### src/rtl/design_arb_pkg.sv
// Shared definitions for the two-requester downstream arbiter: controller
// state encoding, default operand width and default downstream wait budget.
package design_arb_pkg;

    localparam int ARB_W_DEF       = 5;
    localparam int ARB_TIMEOUT_DEF = 15;

    typedef enum logic [2:0] {
        ST_IDLE  = 3'd0,
        ST_START = 3'd1,
        ST_WAIT  = 3'd2,
        ST_CHECK = 3'd3,
        ST_RESP  = 3'd4
    } arb_state_e;

    // Requester index (0 or 1) to its one-hot response/ready lane.
    function automatic logic [1:0] idx_to_onehot2(input logic idx);
        logic [1:0] oh_v;
        if (idx == 1'b1) begin
            oh_v = 2'b10;
        end else begin
            oh_v = 2'b01;
        end
        return oh_v;
    endfunction

endpackage

### src/rtl/design_req_arbiter_rr_grant2.sv
// Two-way round-robin grant: the requester that was not served last wins a
// tie; a lone requester always wins. Purely combinational.
module rr_grant2
    import design_arb_pkg::*;
(
    input  logic [1:0] req,
    input  logic       last_gnt,
    output logic [1:0] grant
);

    // Pick the winner, favouring the requester opposite to the last grant.
    always_comb begin
        grant = 2'b00;
        if (last_gnt == 1'b1) begin
            if (req[0]) begin
                grant = 2'b01;
            end else if (req[1]) begin
                grant = 2'b10;
            end else begin
                grant = 2'b00;
            end
        end else begin
            if (req[1]) begin
                grant = 2'b10;
            end else if (req[0]) begin
                grant = 2'b01;
            end else begin
                grant = 2'b00;
            end
        end
    end

endmodule

### src/rtl/design_req_arbiter.sv
// Arbiter that serialises two requesters onto one downstream unit exposing
// start / result / check methods. One transaction is in flight at a time:
// grant, start the unit, wait (bounded) for result and check readiness,
// capture both, then hold the response until the owner consumes it.
module design_req_arbiter
    import design_arb_pkg::*;
#(
    parameter int W       = ARB_W_DEF,
    parameter int TIMEOUT = ARB_TIMEOUT_DEF
) (
    input  logic           CLK,
    input  logic           RST_N,
    input  logic [1:0]     EN_req,
    input  logic [2*W-1:0] req_a,
    input  logic [2*W-1:0] req_b,
    input  logic [2*W-1:0] req_c,
    input  logic [2*W-1:0] req_d,
    output logic [1:0]     RDY_req,
    output logic [W-1:0]   resp_result,
    output logic [W-1:0]   resp_check,
    output logic           resp_err,
    output logic [1:0]     RDY_resp,
    input  logic [1:0]     EN_resp,
    output logic [W-1:0]   dut_a,
    output logic [W-1:0]   dut_b,
    output logic           EN_dut_start,
    input  logic           RDY_dut_start,
    output logic [W-1:0]   dut_c,
    input  logic [W-1:0]   dut_result,
    input  logic           RDY_dut_result,
    output logic [W-1:0]   dut_d,
    output logic           EN_dut_check,
    input  logic [W-1:0]   dut_check,
    input  logic           RDY_dut_check
);

    localparam int            CW       = ($clog2(TIMEOUT + 1) < 1) ? 1 : $clog2(TIMEOUT + 1);
    localparam logic [CW-1:0] TO_LIMIT = CW'(TIMEOUT);

    arb_state_e    st_r;
    logic          armed_r;       // low in reset and the first cycle after it
    logic          last_r;        // index of the requester served most recently
    logic          owner_r;       // index of the requester being served
    logic          start_act_r;   // start method is being offered downstream
    logic          chk_act_r;     // check method strobe
    logic [CW-1:0] cnt_r;         // WAIT cycles spent, saturating
    logic [W-1:0]  lat_c_r;
    logic [W-1:0]  lat_d_r;
    logic [W-1:0]  dut_a_r;
    logic [W-1:0]  dut_b_r;
    logic [W-1:0]  dut_c_r;
    logic [W-1:0]  dut_d_r;
    logic [W-1:0]  resp_result_r;
    logic [W-1:0]  resp_check_r;
    logic          resp_err_r;
    logic [1:0]    rdy_resp_r;

    logic [1:0]    gnt_s;
    logic          gnt_idx_s;
    logic          accept_s;
    logic          resp_take_s;
    logic [CW-1:0] cnt_inc_s;
    logic [W-1:0]  sel_a_s;
    logic [W-1:0]  sel_b_s;
    logic [W-1:0]  sel_c_s;
    logic [W-1:0]  sel_d_s;

    rr_grant2 u_rr_grant2 (
        .req      (EN_req),
        .last_gnt (last_r),
        .grant    (gnt_s)
    );

    // Acceptance qualification, counter increment and response consumption.
    always_comb begin
        gnt_idx_s = gnt_s[1];
        if (armed_r && (st_r == ST_IDLE) && (gnt_s != 2'b00)) begin
            accept_s = 1'b1;
        end else begin
            accept_s = 1'b0;
        end
        if ((EN_resp & rdy_resp_r) != 2'b00) begin
            resp_take_s = 1'b1;
        end else begin
            resp_take_s = 1'b0;
        end
        cnt_inc_s = cnt_r + CW'(1);
    end

    // Operand slices of the winning requester.
    always_comb begin
        if (gnt_idx_s == 1'b1) begin
            sel_a_s = req_a[2*W-1:W];
            sel_b_s = req_b[2*W-1:W];
            sel_c_s = req_c[2*W-1:W];
            sel_d_s = req_d[2*W-1:W];
        end else begin
            sel_a_s = req_a[W-1:0];
            sel_b_s = req_b[W-1:0];
            sel_c_s = req_c[W-1:0];
            sel_d_s = req_d[W-1:0];
        end
    end

    // Handshake strobes that must follow the partner's ready within the cycle.
    always_comb begin
        if (accept_s) begin
            RDY_req = gnt_s;
        end else begin
            RDY_req = 2'b00;
        end
        if (start_act_r) begin
            EN_dut_start = RDY_dut_start;
        end else begin
            EN_dut_start = 1'b0;
        end
    end

    assign dut_a        = dut_a_r;
    assign dut_b        = dut_b_r;
    assign dut_c        = dut_c_r;
    assign dut_d        = dut_d_r;
    assign EN_dut_check = chk_act_r;
    assign resp_result  = resp_result_r;
    assign resp_check   = resp_check_r;
    assign resp_err     = resp_err_r;
    assign RDY_resp     = rdy_resp_r;

    // Transaction controller; reset drops any in-flight transaction and its strobes.
    always_ff @(posedge CLK or negedge RST_N) begin
        if (!RST_N) begin
            st_r          <= ST_IDLE;
            armed_r       <= 1'b0;
            last_r        <= 1'b1;
            owner_r       <= 1'b0;
            start_act_r   <= 1'b0;
            chk_act_r     <= 1'b0;
            cnt_r         <= '0;
            lat_c_r       <= '0;
            lat_d_r       <= '0;
            dut_a_r       <= '0;
            dut_b_r       <= '0;
            dut_c_r       <= '0;
            dut_d_r       <= '0;
            resp_result_r <= '0;
            resp_check_r  <= '0;
            resp_err_r    <= 1'b0;
            rdy_resp_r    <= 2'b00;
        end else begin
            armed_r <= 1'b1;
            case (st_r)
                ST_IDLE: begin
                    if (accept_s) begin
                        owner_r     <= gnt_idx_s;
                        last_r      <= gnt_idx_s;
                        dut_a_r     <= sel_a_s;
                        dut_b_r     <= sel_b_s;
                        lat_c_r     <= sel_c_s;
                        lat_d_r     <= sel_d_s;
                        start_act_r <= 1'b1;
                        st_r        <= ST_START;
                    end else begin
                        st_r <= ST_IDLE;
                    end
                end
                ST_START: begin
                    if (RDY_dut_start) begin
                        start_act_r <= 1'b0;
                        dut_a_r     <= '0;
                        dut_b_r     <= '0;
                        cnt_r       <= '0;
                        st_r        <= ST_WAIT;
                    end else begin
                        st_r <= ST_START;
                    end
                end
                ST_WAIT: begin
                    if (RDY_dut_result && RDY_dut_check) begin
                        dut_c_r   <= lat_c_r;
                        dut_d_r   <= lat_d_r;
                        chk_act_r <= 1'b1;
                        st_r      <= ST_CHECK;
                    end else begin
                        if (cnt_r != TO_LIMIT) begin
                            cnt_r <= cnt_inc_s;
                        end else begin
                            cnt_r <= cnt_r;
                        end
                        if ((cnt_inc_s == TO_LIMIT) || (cnt_r == TO_LIMIT)) begin
                            resp_result_r <= '0;
                            resp_check_r  <= '0;
                            resp_err_r    <= 1'b1;
                            rdy_resp_r    <= idx_to_onehot2(owner_r);
                            st_r          <= ST_RESP;
                        end else begin
                            st_r <= ST_WAIT;
                        end
                    end
                end
                ST_CHECK: begin
                    chk_act_r     <= 1'b0;
                    dut_c_r       <= '0;
                    dut_d_r       <= '0;
                    resp_result_r <= dut_result;
                    resp_check_r  <= dut_check;
                    resp_err_r    <= 1'b0;
                    rdy_resp_r    <= idx_to_onehot2(owner_r);
                    st_r          <= ST_RESP;
                end
                ST_RESP: begin
                    if (resp_take_s) begin
                        rdy_resp_r    <= 2'b00;
                        resp_result_r <= '0;
                        resp_check_r  <= '0;
                        resp_err_r    <= 1'b0;
                        st_r          <= ST_IDLE;
                    end else begin
                        st_r <= ST_RESP;
                    end
                end
                default: begin
                    start_act_r   <= 1'b0;
                    chk_act_r     <= 1'b0;
                    dut_a_r       <= '0;
                    dut_b_r       <= '0;
                    dut_c_r       <= '0;
                    dut_d_r       <= '0;
                    rdy_resp_r    <= 2'b00;
                    resp_result_r <= '0;
                    resp_check_r  <= '0;
                    resp_err_r    <= 1'b0;
                    st_r          <= ST_IDLE;
                end
            endcase
        end
    end

endmodule

### config.mk
export PLATFORM = sky130hd
export DESIGN_NAME = design_req_arbiter
export DESIGN_NICKNAME = d
export VERILOG_FILES = /design/src/rtl/design_arb_pkg.sv /design/src/rtl/design_req_arbiter_rr_grant2.sv /design/src/rtl/design_req_arbiter.sv
export SDC_FILE = /design/constraint.sdc
export NUM_CORES = 1
export LEC_CHECK = 0
export BUFFER_PORTS_ARGS = -buffer_cell sky130_fd_sc_hd__buf_2
export CAP_MARGIN = 20
export CORE_ASPECT_RATIO = 1.5
export CORE_MARGIN = 2
export CORE_UTILIZATION = 35
export CTS_CLUSTER_DIAMETER = 100
export DETAILED_ROUTE_END_ITERATION = 10
export PLACE_DENSITY = 0.65
export SYNTH_ARGS = -nofsm -noshare
export SYNTH_HDL_FRONTEND = slang
export SYNTH_SLANG_ARGS = --single-unit
### constraint.sdc
create_clock -name CLK -period 2.05 [get_ports CLK]
set_input_delay 0.3075 -clock CLK [delete_from_list [all_inputs] [get_ports CLK]]
set_output_delay 0.3075 -clock CLK [all_outputs]
set_load 0.1 [all_outputs]
==> summary.md <==
| Metric | Value |
|---|---|
| Status | `finished, final reports clean` |
| Clock Latency Late Sink | `0.31 ns` |
| H-tree level count | `2` |
| Max rail drop VDD | `829 µV` |
| CP Cell Sequence | `nor4b_2 > o21ai_2 > nor2_4 > buf_12` |
| RR Endpoint | `resp_result[3]` |
| Initial detailed-routing violation count | `130` |
| R2r worst-path depth | `6` |
| Worst Hold Class | `input pin to flop` |
| Max Clk Rate | `520 MHz` |
| Layout Nets | `385` |
| Startpoint types | `flop` |
| Proportion of layout cells with a drive suffix above 1 | `0.418` |
| Initial antenna violation count | `0` |
| CP required | `1.74 ns` |
| Final Hold Fails | `0` |
| Initial Util | `0.364` |
| Syn avg cell area | `11.1 µm²` |
| P per Cell Area | `1790 mW/mm²` |
| Design area | `0.00325 mm²` |
| Tightest Pin Transition | `0.865 ns` |
| RR Startpoint | `cnt_r[0]` |
| CORE AREA | `0.00690 mm²` |
| Crit path buf inv count | `1` |
| Via count | `2025` |
| Total Wirelength | `5.52 mm` |
| Netlist cell types | `41` |
| WHS Endpoint | `resp_result[4]` |
| Tcrit/Tclk final | `0.938` |
| Cells after synthesis | `227` |
| Cell family with most CP delay | `flip-flops` |
| Num CTS Buffers | `5` |
| CP Max Fanout | `10` |
| First-pass GRT wire length | `9.42 mm` |
| Slowest CP cell | `dfrtp_1` |
| Layout area overhead | `29.3%` |
| # IOs | `96` |
| Row count | `37` |
| Worst slew margin | `0.423` |
| Area of the multi-input gates | `0.00108 mm²` |
| Post-synth EDFFs | `0` |
| Static Leak | `1.67 nW` |
| Die ar. | `0.00788 mm²` |
| PortBufs | `95` |
| DRC Markers | `0` |
| R2r setup slk | `0.17 ns` |
| Sequential cell area | `0.00138 mm²` |
| Setup-failing EPs final | `0` |
| Setup TNS | `0 ns` |
| Root Driver | `clkbuf_8` |
| Clock buffer depth | `2` |
| GR Util All Layers | `0.151` |
| Synth Register Bits | `55` |
| Finished Core Util | `0.471` |
| Synthesized area | `0.00251 mm²` |
| Fin. max-slew vios | `0` |
| Overflow left after global routing | `0` |
| CTS tree | `done` |
| Worst Path Class, Setup | `flop to output pin` |
| Chip width | `73.2 µm` |
| Max-cap viol count | `0` |
| WL per Instance | `13.7 µm` |
| FFs w/ async S/R, synth | `1.00` |
| Synth warn | `0` |
| Post-synthesis sequential area ratio | `0.549` |
| Clk sinks | `55` |
| Post-DP HPWL | `4.03 mm` |
| CTS clock-pin slew for the worst setup and hold paths | `0.10 ns` |
| Filler instances | `667` |
| Critical path arrival | `1.62 ns` |
| Syn Nets | `288` |
| Gpl congestion | `0.822` |
| Crit. End Element | `output pin` |
| Hold_sp | `dut_result[4]` |
| Vias/cell | `5.02` |
| Hold Crit Depth | `2` |
| Dpl cell area | `0.00313 mm²` |
| Pin count of the biggest net entering global routing | `56` |
| Post-synth top flop | `dfrtp_1` |
| Clock Skews | `0.00807 ns` |
| RSZ-0062 raised after global routing | `no` |
| Crit-path max cell delay | `0.49 ns` |
| DIE HEIGHT | `108 µm` |
| Min Tclk post-route | `1.92 ns` |
| Antenna viol nets, final | `0` |
| Drt pass-1 iters | `4` |
| Vias in the first global route | `2062` |
| # diodes | `0` |
state kept, by name, summed over array words and instances (netlist names):
signal	cells
lat_c_r	5
last_r	1
lat_d_r	5
st_r	3
resp_result	5
owner_r	1
dut_a	5
dut_b	5
start_act_r	1
dut_c	5
EN_dut_check	1
armed_r	1
resp_err	1
resp_check	5
cnt_r	4
dut_d	5
RDY_resp	2
cell families (layout without fill, tap and decap cells):
| family | count (synthesis) | after routing | synth area share |
|---|---|---|---|
| AOI/OAI and AO/OA | 69 | 69 | 0.201 |
| adders and majority gates | 2 | 2 | 0.00996 |
| buffers and inverters | 18 | 116 | 0.0354 |
| DFF | 55 | 55 | 0.549 |
| muxes | 20 | 20 | 0.0797 |
| other | 1 | 1 | 0.00149 |
| and+or+nand+nor | 62 | 62 | 0.124 |
Yosys cell counts, drive strengths merged, types with 2 or more instances:
library cell   n  area [µm²]
a21boi         2        26.3
a21o           4        30.0
a21oi          4        20.0
a22o          20         188
and2           6        38.8
buf            7        47.5
clkbuf         5        18.8
dfrtp         54        1350
ha             2        25.0
inv            6        22.5
mux2i         20         200
nand2         34         128
nand2b         2        12.5
nand3          4        20.0
nand3b         2        15.0
nor2           5        18.8
o21a           2        15.0
o21ai         29         145
o311ai         2        17.5
o31ai          2        28.8
or2            2        12.5
where the power goes:
group | switching (mW) | internal, mW
clock network | 0.380 | 0.248
logic | 2.61 | 0.768
registers | 0.294 | 1.51
total | 3.28 | 2.53
layout make-up:
class,count,area share
timing repair buffer,102,0.176
clock buffer,5,0.0212
multi-input combinational,154,0.333
tap,78,0.0301
sequential,55,0.425
clock inverter,3,0.00732
inverter,6,0.00694
how the worst max path moves through the flow:
stage | to | cells past startpoint | slack, ns | startpoint
finish | RDY_req[0] | 4 | 0.13 | st_r[1]
global route | resp_check[3] | 6 | 0.02 | cnt_r[0]
CTS | RDY_req[1] | 3 | 0.07 | st_r[2]
detailed placement | resp_result[3] | 6 | 0.11 | cnt_r[0]
global placement | resp_result[3] | 6 | 0.11 | cnt_r[0]
floorplan | RDY_req[0] | 5 | 0.04 | st_r[1]
cell usage in the layout (no fill, tap or decap), types with 5 or more instances in the layout:
| master | instances |
|---|---|
| nand2_1 | 34 |
| o21ai_0 | 28 |
| inv_1 | 6 |
| dfrtp_1 | 52 |
| a22o_2 | 10 |
| clkbuf_8 | 5 |
| buf_2 | 93 |
| buf_4 | 5 |
| mux2i_1 | 20 |
| a22o_1 | 10 |
routing by layer:
metal  vias up  GRT usage  wire length (µm)
li1        998          -                 -
met1       947      0.192              2250
met2        74      0.256              2840
met3         6     0.0309               361
met4         0     0.0437                74
met5         -          0                 0
metrics by stage:
stage               std cells  power, mW  setup slack [ns]  hold slack [ns]
CTS                       403       5.85            0.0672            0.205
detailed placement        394       5.21             0.107            0.328
global placement          394       5.15             0.113            0.326
finish                    403       5.81             0.126            0.212
global route              403       6.13            0.0156            0.199
floorplan                 227       4.57            0.0391           0.0119
what timing repair did:
action / 4_1_cts / 5_1_grt
hold buffers: 1 / 0
setup endpoints to repair: 2 / 14
resized for setup: 1 / 6
endpoints found under the hold margin: 54 / 0
buffers inserted: 0 / 0
pin swaps: 0 / 1
Note: power is estimated with default switching activity, not from simulation.
